$ cat src/rtl/rx_byte_assembler_if.sv
// rx_byte_assembler_if: bit-level frame events in, byte-level frame events out
interface rx_byte_assembler_if;
    logic       in_soc;
    logic       in_eoc;
    logic       in_error;
    logic       in_data_valid;
    logic       in_data;
    logic       out_soc;
    logic       out_eoc;
    logic       out_error;
    logic       out_data_valid;
    logic [7:0] out_data;
    logic [2:0] out_data_bits;
    modport master (
        output in_soc, in_eoc, in_error, in_data_valid, in_data,
        input  out_soc, out_eoc, out_error, out_data_valid, out_data, out_data_bits
    );
    modport slave (
        input  in_soc, in_eoc, in_error, in_data_valid, in_data,
        output out_soc, out_eoc, out_error, out_data_valid, out_data, out_data_bits
    );
endinterface

$ cat src/rtl/rx_byte_assembler.sv
// rx_byte_assembler: packs LSB-first rx bits into bytes; RX_BYTE_PARITY_EN adds odd-parity check per byte
module rx_byte_assembler #(
    parameter int MAX_BYTES = 0
) (
    input  logic              clk,
    input  logic              rst,
    rx_byte_assembler_if.slave rx
);
    localparam int BCW = MAX_BYTES > 0 ? $clog2(MAX_BYTES + 2) : 1;
    localparam logic [BCW-1:0] BC_SAT = BCW'(MAX_BYTES + 1);
`ifdef RX_BYTE_PARITY_EN
    typedef enum logic [1:0] {IDLE, DATA, PARITY, ERROR} state_t;
`else
    typedef enum logic [1:0] {IDLE, DATA, ERROR} state_t;
`endif
    state_t         state_q, state_d;
    logic [2:0]     bit_cnt_q, bit_cnt_d;
    logic [BCW-1:0] byte_cnt_q, byte_cnt_d, byte_inc;
    logic [7:0]     shreg_q, shreg_d;
    logic           soc_q, soc_d, eoc_q, eoc_d, err_q, err_d, dv_q, dv_d;
    logic [7:0]     data_q, data_d;
    logic [2:0]     bits_q, bits_d;
    logic           limit_hit;

    assign limit_hit = (MAX_BYTES != 0) && (byte_cnt_q == BCW'(MAX_BYTES));
    assign byte_inc  = byte_cnt_q == BC_SAT ? byte_cnt_q : byte_cnt_q + 1'b1;

    // frame FSM: SOC restarts from any state; errors and EOC outrank data bits
    always_comb begin
        state_d    = state_q;
        bit_cnt_d  = bit_cnt_q;
        byte_cnt_d = byte_cnt_q;
        shreg_d    = shreg_q;
        soc_d      = 1'b0;
        eoc_d      = 1'b0;
        err_d      = 1'b0;
        dv_d       = 1'b0;
        data_d     = 8'd0;
        bits_d     = 3'd0;
        if (rx.in_soc) begin
            soc_d      = 1'b1;
            state_d    = DATA;
            bit_cnt_d  = 3'd0;
            byte_cnt_d = '0;
            shreg_d    = 8'd0;
        end else if (state_q == IDLE) begin
            state_d = IDLE;
        end else if (state_q == ERROR) begin
            if (rx.in_eoc) begin
                eoc_d   = 1'b1;
                state_d = IDLE;
            end
        end else if (rx.in_error) begin
            err_d   = 1'b1;
            eoc_d   = rx.in_eoc;
            state_d = rx.in_eoc ? IDLE : ERROR;
        end else if (rx.in_eoc) begin
            eoc_d   = 1'b1;
            state_d = IDLE;
            dv_d    = bit_cnt_q != 3'd0;
            bits_d  = bit_cnt_q;
            data_d  = dv_d ? shreg_q : 8'd0;
`ifdef RX_BYTE_PARITY_EN
            err_d   = state_q == PARITY;
`endif
        end else if (rx.in_data_valid) begin
`ifdef RX_BYTE_PARITY_EN
            if (state_q == PARITY) begin
                shreg_d = 8'd0;
                if (^{shreg_q, rx.in_data} && !limit_hit) begin
                    dv_d       = 1'b1;
                    data_d     = shreg_q;
                    byte_cnt_d = byte_inc;
                    state_d    = DATA;
                end else begin
                    err_d   = 1'b1;
                    state_d = ERROR;
                end
            end else begin
                shreg_d[bit_cnt_q] = rx.in_data;
                bit_cnt_d          = bit_cnt_q + 3'd1;
                if (bit_cnt_q == 3'd7) state_d = PARITY;
            end
`else
            shreg_d[bit_cnt_q] = rx.in_data;
            bit_cnt_d          = bit_cnt_q + 3'd1;
            if (bit_cnt_q == 3'd7) begin
                shreg_d = 8'd0;
                if (limit_hit) begin
                    err_d   = 1'b1;
                    state_d = ERROR;
                end else begin
                    dv_d       = 1'b1;
                    data_d     = {rx.in_data, shreg_q[6:0]};
                    byte_cnt_d = byte_inc;
                end
            end
`endif
        end
    end

    // state, counters and registered single-cycle output pulses
    always_ff @(posedge clk) begin
        if (rst) begin
            state_q    <= IDLE;
            bit_cnt_q  <= 3'd0;
            byte_cnt_q <= '0;
            shreg_q    <= 8'd0;
            soc_q      <= 1'b0;
            eoc_q      <= 1'b0;
            err_q      <= 1'b0;
            dv_q       <= 1'b0;
            data_q     <= 8'd0;
            bits_q     <= 3'd0;
        end else begin
            state_q    <= state_d;
            bit_cnt_q  <= bit_cnt_d;
            byte_cnt_q <= byte_cnt_d;
            shreg_q    <= shreg_d;
            soc_q      <= soc_d;
            eoc_q      <= eoc_d;
            err_q      <= err_d;
            dv_q       <= dv_d;
            data_q     <= data_d;
            bits_q     <= bits_d;
        end
    end

    assign rx.out_soc        = soc_q;
    assign rx.out_eoc        = eoc_q;
    assign rx.out_error      = err_q;
    assign rx.out_data_valid = dv_q;
    assign rx.out_data       = data_q;
    assign rx.out_data_bits  = bits_q;
endmodule
$ cat src/flat_wrapper.sv
// flat-port wrapper written by rule: the top's interface ports become plain ports
module rx_byte_assembler_flat 
#(
    parameter int MAX_BYTES = 0
)
  (clk, rst, rx_in_soc, rx_in_eoc, rx_in_error, rx_in_data_valid, rx_in_data, rx_out_soc, rx_out_eoc, rx_out_error, rx_out_data_valid, rx_out_data, rx_out_data_bits);
  rx_byte_assembler_if rx_i ();
  input  logic clk;
  input  logic rst;
  input wire logic [$bits(rx_i.in_soc)-1:0] rx_in_soc;
  input wire logic [$bits(rx_i.in_eoc)-1:0] rx_in_eoc;
  input wire logic [$bits(rx_i.in_error)-1:0] rx_in_error;
  input wire logic [$bits(rx_i.in_data_valid)-1:0] rx_in_data_valid;
  input wire logic [$bits(rx_i.in_data)-1:0] rx_in_data;
  output wire logic [$bits(rx_i.out_soc)-1:0] rx_out_soc;
  output wire logic [$bits(rx_i.out_eoc)-1:0] rx_out_eoc;
  output wire logic [$bits(rx_i.out_error)-1:0] rx_out_error;
  output wire logic [$bits(rx_i.out_data_valid)-1:0] rx_out_data_valid;
  output wire logic [$bits(rx_i.out_data)-1:0] rx_out_data;
  output wire logic [$bits(rx_i.out_data_bits)-1:0] rx_out_data_bits;
  assign rx_i.in_soc = rx_in_soc;
  assign rx_i.in_eoc = rx_in_eoc;
  assign rx_i.in_error = rx_in_error;
  assign rx_i.in_data_valid = rx_in_data_valid;
  assign rx_i.in_data = rx_in_data;
  assign rx_out_soc = rx_i.out_soc;
  assign rx_out_eoc = rx_i.out_eoc;
  assign rx_out_error = rx_i.out_error;
  assign rx_out_data_valid = rx_i.out_data_valid;
  assign rx_out_data = rx_i.out_data;
  assign rx_out_data_bits = rx_i.out_data_bits;
  rx_byte_assembler #(.MAX_BYTES(MAX_BYTES)) u_core (.clk(clk), .rst(rst), .rx(rx_i));
endmodule
$ cat config.mk
export PLATFORM = sky130hd
export DESIGN_NAME = rx_byte_assembler_flat
export DESIGN_NICKNAME = d
export VERILOG_FILES = /design/src/rtl/rx_byte_assembler_if.sv /design/src/rtl/rx_byte_assembler.sv /design/src/flat_wrapper.sv
export SDC_FILE = /design/constraint.sdc
export NUM_CORES = 1
export LEC_CHECK = 0
export CELL_PAD_IN_SITES_DETAIL_PLACEMENT = 0
export CELL_PAD_IN_SITES_GLOBAL_PLACEMENT = 1
export CORE_MARGIN = 2
export CORE_UTILIZATION = 41
export CTS_CLUSTER_DIAMETER = 150
export CTS_CLUSTER_SIZE = 20
export DETAILED_ROUTE_END_ITERATION = 6
export PLACE_DENSITY = 0.9
export SLEW_MARGIN = 20
export SYNTH_ARGS = -nofsm -noshare
export SYNTH_HDL_FRONTEND = slang
export SYNTH_SLANG_ARGS = --single-unit
export TNS_END_PERCENT = 5
$ cat constraint.sdc
create_clock -name clk -period 4.6 [get_ports clk]
set_clock_uncertainty 0.05 [all_clocks]
set_input_delay 1.15 -clock clk [delete_from_list [all_inputs] [get_ports clk]]
set_output_delay 1.15 -clock clk [all_outputs]
set_load 0.02 [all_outputs]
======== Word-level counts from Yosys, hierarchy flattened ========
Index checks and enable logic that the tools add are counted.
storage, ports and cells
  bits in registers ....................... 28
  input bits .............................. 7
  output and inout port bits .............. 15
  logic and storage cells ................. 50
operators by class
  add/sub/neg operators ................... 1
  order comparisons ....................... 2
  equality and inequality tests ........... 2
  mux-type cells .......................... 22
  bitwise gates (word level) .............. 4
  reductions and logical operators ........ 9
operators by type and width
  cell                 count
  $mux 8               5
  $mux 1               11
  $bwmux 8             1
  $mux 2               4
  $reduce_or 6->1      1
  $reduce_and 5->1     1
  $reduce_or 5->1      1
  $lt 3x4->1 const B   1
  $not 1->1            4
  $reduce_or 4->1      1
  $add 3x1->3 const B  1
  $demux 1 s3          1
  $eq 3x3->1 const B   1
  $ge 3x1->1 const B   1
  $reduce_bool 3->1    1
  $reduce_or 3->1      1
  $eq 2x2->1 const B   1
  $logic_not 2->1      1
  $reduce_or 2->1      1
  $logic_and 1x1->1    1

======== Logic depth before layout (Yosys ltp) ========
  word-level depth ........................ 6
  gate-level depth with buffers ........... 6
  gate-level depth less buffers ........... 5

======== Worst setup path after synthesis ========
Ideal clock, no wire load.
  path type ............................... input-to-reg
  start ................................... input rst
  end ..................................... register u_core.shreg_q[4]
  setup time .............................. 0.075 ns
  data arrival time ....................... 1.890 ns
  data required time ...................... 4.475 ns
  slack ................................... 2.585 ns
  cell stages on the path ................. 4
  buffers on the path ..................... 1
  cells stage by stage .................... or3_1 > buf_6 > o22a_1 > o22ai_1
on the way
  longest elaborated chain between the ends .. 1
RTL lines
  what                              RTL line                  text
  start: declaration                flat_wrapper.sv:9         input logic rst;
  $reduce_or 2->1 (no source line)  --
  end signal: assignment            rx_byte_assembler.sv:119  shreg_q <= shreg_d;
  end: declaration                  rx_byte_assembler.sv:19   logic [7:0] shreg_q, shreg_d;
Every way passes these cells.
A chain may end at the register's enable or synchronous reset.

======== Worst setup path in the final report ========
  start ................................... register u_core.data_q[7], in the netlist u_core.rx.out_data[7]
  end ..................................... output rx_out_data[7]
RTL lines
  what                      RTL line                  text
  start: declaration        rx_byte_assembler.sv:21   logic [7:0] data_q, data_d;
  start signal: assignment  rx_byte_assembler.sv:124  data_q <= data_d;
  end: declaration          flat_wrapper.sv:19        output wire logic [$bits(rx_i.out_data)-1:0] rx_out_data;
No word-level cell between the ends.

==> qor.csv <==
stage,metric,value,unit
die,boundaryPins,22,
sta,finalSetupTns,0,ns
power_and_ir_drop,total_leakage_power,0.532,nW
synthesis,syn_inst,116,
die,fp.dieH,57.2,microns
sta,hold_viol,0,
synthesis,yosysTopAreaCell,dfxtp_1,
clock_network,cts_tree,built,
detailed_routing,dr.pass1.iters,4,
detailed_routing,num_vias,861,
worst_setup_path,crit_start,u_core.rx.out_data[7]$_SDFF_PP0_,
synthesis,ys_seq_area_share,48.2,%
sta,setup-violations-final,0,
sta,finalCritPeriodShare,53.6,%
worst_setup_path,max_stage_delay,0.59,ns
die,initial_core_util,42.5,%
synthesis,synth_top_cell_area_share,48.2,%
clock_network,cts_hold_buf,0,
power_and_ir_drop,power_density,305,mW/mm^2
sta,slew_violations,0,
clock_network,clk_latency,0.33,ns
power_and_ir_drop,vdd_drop_max,0.000203,V
die,core-area,0.00273,sq mm
global_routing,grt_pass1_vias,799,
clock_network,cts_resized,0,
die,chipWidth,57.2,microns
clock_network,post_cts_buffers,0,
global_routing,grt_pass1_wl,3.56,mm
min_path,hp-class,reg2reg,
clock_network,htree_levels,1,
finish,syn_to_final_growth,21.2,%
sta,timing.final.ws_setup,2.14,ns
global_routing,grt_remaining_overflow,0,
worst_setup_path,crit_type,reg2out,
worst_setup_path,r2r_start,u_core.bit_cnt_q[0]$_SDFFE_PP0P_,
global_routing,grt_max_degree,17,
worst_setup_path,crit_chain,clkdlybuf4s50_1,
synthesis,netlist_top_cells_area,"dfxtp_1 (48%), nor3b_1 (5.2%), ha_1 (4.3%), o22ai_1 (3.8%), o2bb2ai_1 (3.8%)",
place,placed_cell_area,0.00136,sq mm
worst_setup_path,cp.required,3.40,ns
worst_setup_path,path_buf_inv,1,
place,place_congestion,0.796,
sta,maxSlewHeadroom,68.9,%
die,rows,19,
sta,fmax,406,MHz
synthesis,synth_ff_type,dfxtp_1,
place,portBuffers,21,
die,die_area,0.00328,sq mm
detailed_routing,drc,0,
worst_setup_path,cp-end-kind,primary output,
finish,antennaDiodeCount,0,
synthesis,syn_avg_cell_area,10.0,sq um
synthesis,async_reset_ff_share,0,%
detailed_routing,highest-signal-layer,met4,
detailed_routing,wl_per_cell,12.1,microns
worst_setup_path,worstSetupStartpointType,flip-flop,
clock_network,cts_buffer_depth,2,
detailed_routing,routed_via_density,5.25,
detailed_routing,drtAntennaViolNets,0,
worst_setup_path,cp_slowest_cell,clkdlybuf4s50_1,
synthesis,synth_most_common_cell,dfxtp_1,
worst_setup_path,worstPathArrival,1.26,ns
synthesis,synth_commonest_cells,"dfxtp_1 (28), nor2_1 (11), nor3b_1 (8)",
synthesis,synth_nets,127,
detailed_routing,wl,1.98,mm
clock_network,clkSinkCount,28,
worst_setup_path,crit_family,buffers and inverters,
detailed_routing,drt-met1-wl,995,microns
synthesis,ys_seq_elements,28,
clock_network,root_buffer,clkbuf_4,
synthesis,synth_area,0.00116,sq mm
worst_setup_path,worstPathMaxFanout,1,
detailed_routing,met3WireLength,45,microns
sta,rsz0062_at_grt,false,
min_path,hp-start,u_core.shreg_q[6]$_SDFFE_PP0P_,
job,cap_violations,0,
synthesis,synth.distinct_cells,34,
global_routing,antenna_found_initial,0,
sta,tightestPinTransition,0.467,ns
sta,min_period,2.46,ns
clock_network,cts_buffers,3,
detailed_routing,dr_wl_met2,901,microns
synthesis,synth_edf_count,0,
finish,final_cell_area,0.00141,sq mm
finish,fin_nets,145,
clock_network,clk_pin_slew_worst_paths,0.15,ns
finish,drive_gt1_share,6.77,%
synthesis,yosys_warnings,0,
place,preCtsSetupSlack,1.83,ns
detailed_routing,drt_iter0_markers,5,
outcome,status,completed,
global_routing,track_usage,13.7,%
place,place_hpwl,1.47,mm
final cells by class:
type                    count  area, sq um
multi-input cells          75          528
clock buffers               3         22.5
fillers                   242         1330
inverters                   5         18.8
repair buffers             21          210
well taps                  31         38.8
clock inverters             1         30.0
flip-flops and latches     28          561
worst paths after layout:
kind,slack [ns],depth (start not counted),endpoint
max,2.14,1,rx_out_data[7]
min,0.41,2,u_core.rx.out_data[6]$_SDFF_PP0_
max reg2reg,2.66,5,u_core.shreg_q[6]$_SDFFE_PP0P_
min reg2reg,0.41,2,u_core.rx.out_data[6]$_SDFF_PP0_
report_power, final:
| part | leakage, nW | switching (W) | internal [W] |
|---|---|---|---|
| Combinational | 0.278 | 0.0000116 | 0.0000120 |
| Sequential | 0.226 | 0.00000126 | 0.000244 |
| Clock | 0.0279 | 0.0000728 | 0.0000882 |
| Total | 0.532 | 0.0000857 | 0.000344 |
sequential cells by signal, indices dropped and copies added, names as in the netlist:
| register | cells |
|---|---|
| u_core.rx.out_data | 8 |
| u_core.rx.out_error | 1 |
| u_core.bit_cnt_q | 3 |
| u_core.rx.out_data_bits | 3 |
| u_core.rx.out_soc | 1 |
| u_core.rx.out_data_valid | 1 |
| u_core.rx.out_eoc | 1 |
| u_core.shreg_q | 8 |
| u_core.state_q | 2 |
metrics by stage:
stage / cells / total power [W] / util, % / hold WS, ns
floorplan: 116 / 0.000266 / - / 0.374
global placement: 160 / 0.000274 / 49.6 / 0.392
detailed placement: 160 / 0.000274 / 49.6 / 0.398
CTS: 164 / 0.000435 / 51.5 / 0.411
global route: 164 / 0.000444 / 51.5 / 0.442
finish: 164 / 0.000430 / 51.5 / 0.412
cell families (layout without fill, tap and decap cells):
| group | count (synthesis) | in the layout | synth area share (%) |
|---|---|---|---|
| simple gates | 48 | 48 | 25.7 |
| flops | 28 | 28 | 48.2 |
| compound gates | 20 | 20 | 12.9 |
| buf+inv | 13 | 30 | 6.35 |
| fa+ha+maj | 4 | 4 | 4.31 |
| mux | 2 | 2 | 1.72 |
| xor+xnor | 1 | 1 | 0.754 |
routing by layer:
layer,vias up,global-route usage (%)
li1,448,-
met1,392,17.6
met2,17,22.5
met3,4,2.04
met4,0,6.98
met5,-,0
layout by cell type (no fill, tap or decap):
master,instances
a211oi_1,1
a21oi_1,1
a21oi_2,1
a32oi_1,1
a41o_1,1
and2_1,1
and2b_1,1
and2b_2,1
and3_1,5
and3b_1,4
and4bb_2,1
bufinv_16,1
clkbuf_4,3
clkdlybuf4s50_1,21
dfxtp_1,28
ha_1,4
inv_1,5
mux2i_1,2
nand2_1,2
nand2b_1,2
nand3_1,2
nand3b_1,1
nor2_1,11
nor3_1,5
nor3b_1,8
nor4b_2,1
o21ai_0,1
o22a_1,2
o22ai_1,7
o2bb2ai_1,5
or2_1,1
or2_2,1
or3_1,1
xnor2_1,1
Power figures use the tool's default switching activity.
==> edit 1 (config.mk and constraints unchanged) <==
The option `RX_BYTE_PARITY_EN` is turned on by a define.
--- a/src/rtl/rx_byte_assembler.sv
+++ b/src/rtl/rx_byte_assembler.sv
@@ -1,4 +1,6 @@
 // rx_byte_assembler: packs LSB-first rx bits into bytes; RX_BYTE_PARITY_EN adds odd-parity check per byte
+`define RX_BYTE_PARITY_EN
+
 module rx_byte_assembler #(
     parameter int MAX_BYTES = 0
 ) (
Formal check against the unedited RTL: not equivalent (a bounded check fails within 10 cycles, from zero or initial values and one cycle with rst high).
==> edit 1 against the unedited design <==
Die area is 20% higher; synthesized area grew 22%; global-route usage up 2.0 points; total power fell by 7.4%; via count is 32% higher; routed wire length is 48% higher; worst setup slack got worse by 0.42 ns; critical endpoint is now u_core.rx.out_data[0]; sequential cell count did not move; design area grew 20%; first-iteration DRC count increased to 10 times the old value.
==> edit 1: results (changes against the unedited design) <==
- RR Endpoint: u_core.rx.out_data[0]
- Synthesized instance count: 149 (+28%)
- Post-synthesis mux area share: 2.12% (+0.40 points)
- Largest net degree at the start of global routing: 21 (+4)
- CP max FO: 8 (+7)
- Dpl ws: 1.39 ns (-0.440 ns)
- Top cells by area in the synthesized netlist: dfxtp_1, ha_1, nor3b_1
- RePlAce Congestion: 0.778 (-2.2%)
- Hold Path Origin: u_core.shreg_q[4]
- Combinational Power: 32.1 uW (+35%)
- Multi-input gate count: 108 (+44%)
- Cell variety after synth: 40 (+18%)
- LEAKAGE: 0.000626 uW (+18%)
- # nets final: 183 (+26%)
- Maximum VDD drop: 96.6 uV (-52%)
- Min Hold Slack: 0.454 ns (+0.0420 ns)
- Hold EP: u_core.shreg_q[4]
- First DRT Iteration DRCs: 50 (+45)
- Multi-input logic area: 793 sq um (+50%)
- Top cells by count, synth: dfxtp_1, nand2_1, nor3b_1, ha_1, xnor2_1
- Synthesized Nets: 164 (+29%)
- Synthesized-area fraction occupied by adder cells: 7.07% (+2.8 points)
- Global-route wire length before repair: 5110 um (+44%)
- Sequential power share: 61.7% (+4.6 points)
- Final-layout non-clock buffer area share: 12.9% (-2.0 points)
- Worst-Margin Slew: 0.630 ns (+0.164 ns)
- # rows: 21 (+2)
- Cell area after placement: 1650 sq um (+21%)
- Layout clock buffer count: 4 (+1)
- Top delay family on crit path: simple AND/OR/NAND/NOR gates
- R2r setup slk: 2.56 ns (-0.10 ns)
- Wire per inst: 13.8 um (+14%)
- XOR/XNOR share of the synthesized area: 4.33% (+3.6 points)
- Crit-path max cell delay: 0.49 ns (-0.10 ns)
- Via density: 5.33 (+1.6%)
- Worst r2r src: u_core.shreg_q[2]
- WP data arrival: 3.09 ns (+1.83 ns)
- GRT Resource Usage Total: 15.8% (+2.0 points)
- Clock-cell share: 2.15% (-1.6 points)
- Ratio of cells with drive above 1 in the final layout: 5.99% (-0.78 points)
- Synth Area in Compound Gates: 11.8% (-1.1 points)
- Worst Reg-to-Reg Cells: 7 (+2)
- Status: complete, no violations
- Post-route insts no fill: 213 (+30%)
- Area delta synth->final: 18.9%
-- edit 1: changes by cell type after synthesis, moves of 4 or more --
cell / change
nand4_1: +4
nand2_1: +11
o21a_1: +4
nor2_1: -7
xnor2_1: +6
nor2b_1: +5
o21ai_0: +5
a21oi_1: +4
and3_1: -5
o22ai_1: -7
o2bb2ai_1: -5
ha_1: +4
nor3_1: -4
-- edit 1: worst max path at each step --
stage,start,to,slack [ns],cells past startpoint
6_report,rx_in_data,u_core.rx.out_data[0],1.71,8
5_1_grt,rx_in_data,u_core.rx.out_data[4],1.63,8
4_1_cts,rx_in_data,u_core.rx.out_data[1],1.72,8
3_5_place_dp,rx_in_data,u_core.rx.out_data[2],1.39,8
3_3_place_gp,rx_in_data,u_core.rx.out_data[1],1.45,8
2_1_floorplan,rx_in_data,u_core.state_q[1],1.98,6
-- edit 1: routing by layer --
layer  track usage [%]  share of wire, %  wire [um]
met5                 0                 0          0
met3              2.34               2.6         77
met1              21.8                49       1440
met4              4.17               1.1         33
met2              25.7                47       1390
==> edit 2 (same settings) <==
Made on the original files. `data_q` no longer has a reset.
--- a/src/rtl/rx_byte_assembler.sv
+++ b/src/rtl/rx_byte_assembler.sv
@@ -110,7 +110,6 @@
             eoc_q      <= 1'b0;
             err_q      <= 1'b0;
             dv_q       <= 1'b0;
-            data_q     <= 8'd0;
             bits_q     <= 3'd0;
         end else begin
             state_q    <= state_d;
@@ -121,9 +120,12 @@
             eoc_q      <= eoc_d;
             err_q      <= err_d;
             dv_q       <= dv_d;
-            data_q     <= data_d;
             bits_q     <= bits_d;
         end
+    end
+
+    always_ff @(posedge clk) begin
+        data_q <= data_d;
     end
 
     assign rx.out_soc        = soc_q;
Formal check against the unedited RTL: differs if rst is asserted again (counterexample within 4 cycles, from zero or initial values and one cycle with rst high); with rst held inactive, the same outputs for 10 cycles.
==> edit 2 against the unedited design <==
Global-route usage grew 1.4 points; synthesized cell count grew 12%; design area shrank 1.6%; worst setup slack lost 0.34 ns; total power shrank 15%; via count grew 7.7%; synthesized area shrank 1.1%; non-clock buffer count is the same; routed wire length grew 16%; sequential cell count is the same; largest cell class unchanged; largest power group unchanged.
==> edit 2: results (changes against the unedited design) <==
- Diode count: 0 (unchanged)
- Cts repair resizes: 0 (unchanged)
- Buffers on Ports: 21 (unchanged)
- Synth warnings: 0 (unchanged)
- Min Hold Slack: 0.417 ns (+0.00529 ns)
- Synth Area in Compound Gates: 11.4% (-1.5 points)
- Num CTS Buffers: 3 (unchanged)
- Dpl hpwl: 1570 um (+7.3%)
- Vias in the first global route: 829 (+3.8%)
- Worst-skew pair later-pin latency: 0.32 ns
- H-tree levels: 1 (unchanged)
- Maximum VDD drop: 168 uV (-17%)
- Status: complete, no violations
- Clock-pin slew on the worst setup and hold paths: 0.14 ns
- WP data arrival: 3.02 ns (+1.76 ns)
- Post-CTS Setup Repair Bufs: 0 (unchanged)
- RePlAce Congestion: 0.794 (-0.24%)
- CP max FO: 11 (+10)
- Clock root cell: clkbuf_4
- Worst-Margin Slew: 0.606 ns (+0.139 ns)
- Post-synthesis mux area share: 0% (-1.7 points)
- Ys flop type: dfxtp_1
- # nets final: 158 (+9.0%)
- Cell area after placement: 1360 sq um (+0.55%)
- Top cell type's share of synthesized area: 48.7% (+0.52 points)
- Top cells by count, synth: dfxtp_1, nand2_1, a21oi_1, clkbuf_1, inv_1
- LEAKAGE: 0.000475 uW (-11%)
- Top cells by area in the synthesized netlist: dfxtp_1, ha_1, nand2_1
- XOR/XNOR share of the synthesized area: 0% (-0.75 points)
- Register area share after synthesis: 48.7% (+0.52 points)
- Largest net degree at the start of global routing: 15 (-2)
- Routed WL: 2300 um (+16%)
- Switching share of power: 22.4% (+2.5 points)
- Cell variety after synth: 26 (-24%)
- Synth async-reset ratio: 0% (unchanged)
- Ratio of cells with drive above 1 in the final layout: 3.45% (-3.3 points)
- R2r setup slk: 2.54 ns (-0.12 ns)
- Drt pass-1 iters: 4 (unchanged)
- Synthesized-area fraction occupied by adder cells: 4.35% (+0.047 points)
- Global-route wire length before repair: 3820 um (+7.4%)
- First DRT Iteration DRCs: 20 (+15)
- GRT Resource Usage Total: 15.1% (+1.4 points)
- Longest Clk Path Bufs: 2 (unchanged)
- Synthesized Nets: 141 (+11%)
- Vias: 927 (+7.7%)
- Class of the worst hold path: reg -> reg
- Slew Viols, Final: 0 (unchanged)
- Initial antenna violation count: 0 (unchanged)
-- edit 2: stage by stage --
stage / utilization [%] / setup slack (ns) / std cells / power, uW
after floorplan: - / 2.54 / 130 / 260
after global placement: 50.3 / 1.58 / 173 / 270
after detailed placement: 50.3 / 1.48 / 173 / 271
after CTS: 51.2 / 1.80 / 176 / 367
after global routing: 51.2 / 1.74 / 176 / 381
final: 51.2 / 1.80 / 176 / 366
-- edit 2: layer usage --
| metal | global-route usage (%) | vias up | share of wire [%] |
|---|---|---|---|
| li1 | - | 481 | - |
| met1 | 20.9 | 430 | 51 |
| met2 | 23.0 | 11 | 45 |
| met3 | 2.04 | 5 | 1.7 |
| met4 | 7.97 | 0 | 2.3 |
| met5 | 0 | - | 0 |
-- edit 2: cells by family after synthesis --
group           Yosys count
simple gates             59
flops                    28
compound gates           22
buf+inv                  17
fa+ha+maj                 4
-- edit 2: area by class of cell --
type | instances | area (sq um)
Clock buffer | 3 | 22.5
Multi-Input combinational cell | 85 | 524
Tap cell | 31 | 38.8
Timing Repair Buffer | 21 | 210
Fill cell | 259 | 1320
Inverter | 8 | 30.0
Sequential cell | 28 | 561
-- edit 2: worst paths after layout --
kind / start / end / cells past startpoint
worst max-delay path: rx_in_eoc / u_core.shreg_q[5] / 4
worst min-delay path: u_core.shreg_q[2] / u_core.shreg_q[2] / 2
worst max register to register: u_core.bit_cnt_q[0] / u_core.rx.out_data[2] / 5
worst min register to register: u_core.shreg_q[2] / u_core.shreg_q[2] / 2
-- edit 2: power groups by stage --
stage	logic (uW)	registers, uW	clock network, uW
after floorplan	8.95	251	0
after global placement	19.7	251	0
after detailed placement	20.6	251	0
after CTS	20.7	245	101
after global routing	22.5	246	113
final	20.7	245	99.9
-- edit 2: worst max-delay path, stage by stage --
cell and delay, ns:
clkdlybuf4s50_1 0.51, nand4bb_1 0.55, or4_1 0.63, a31oi_1 0.17
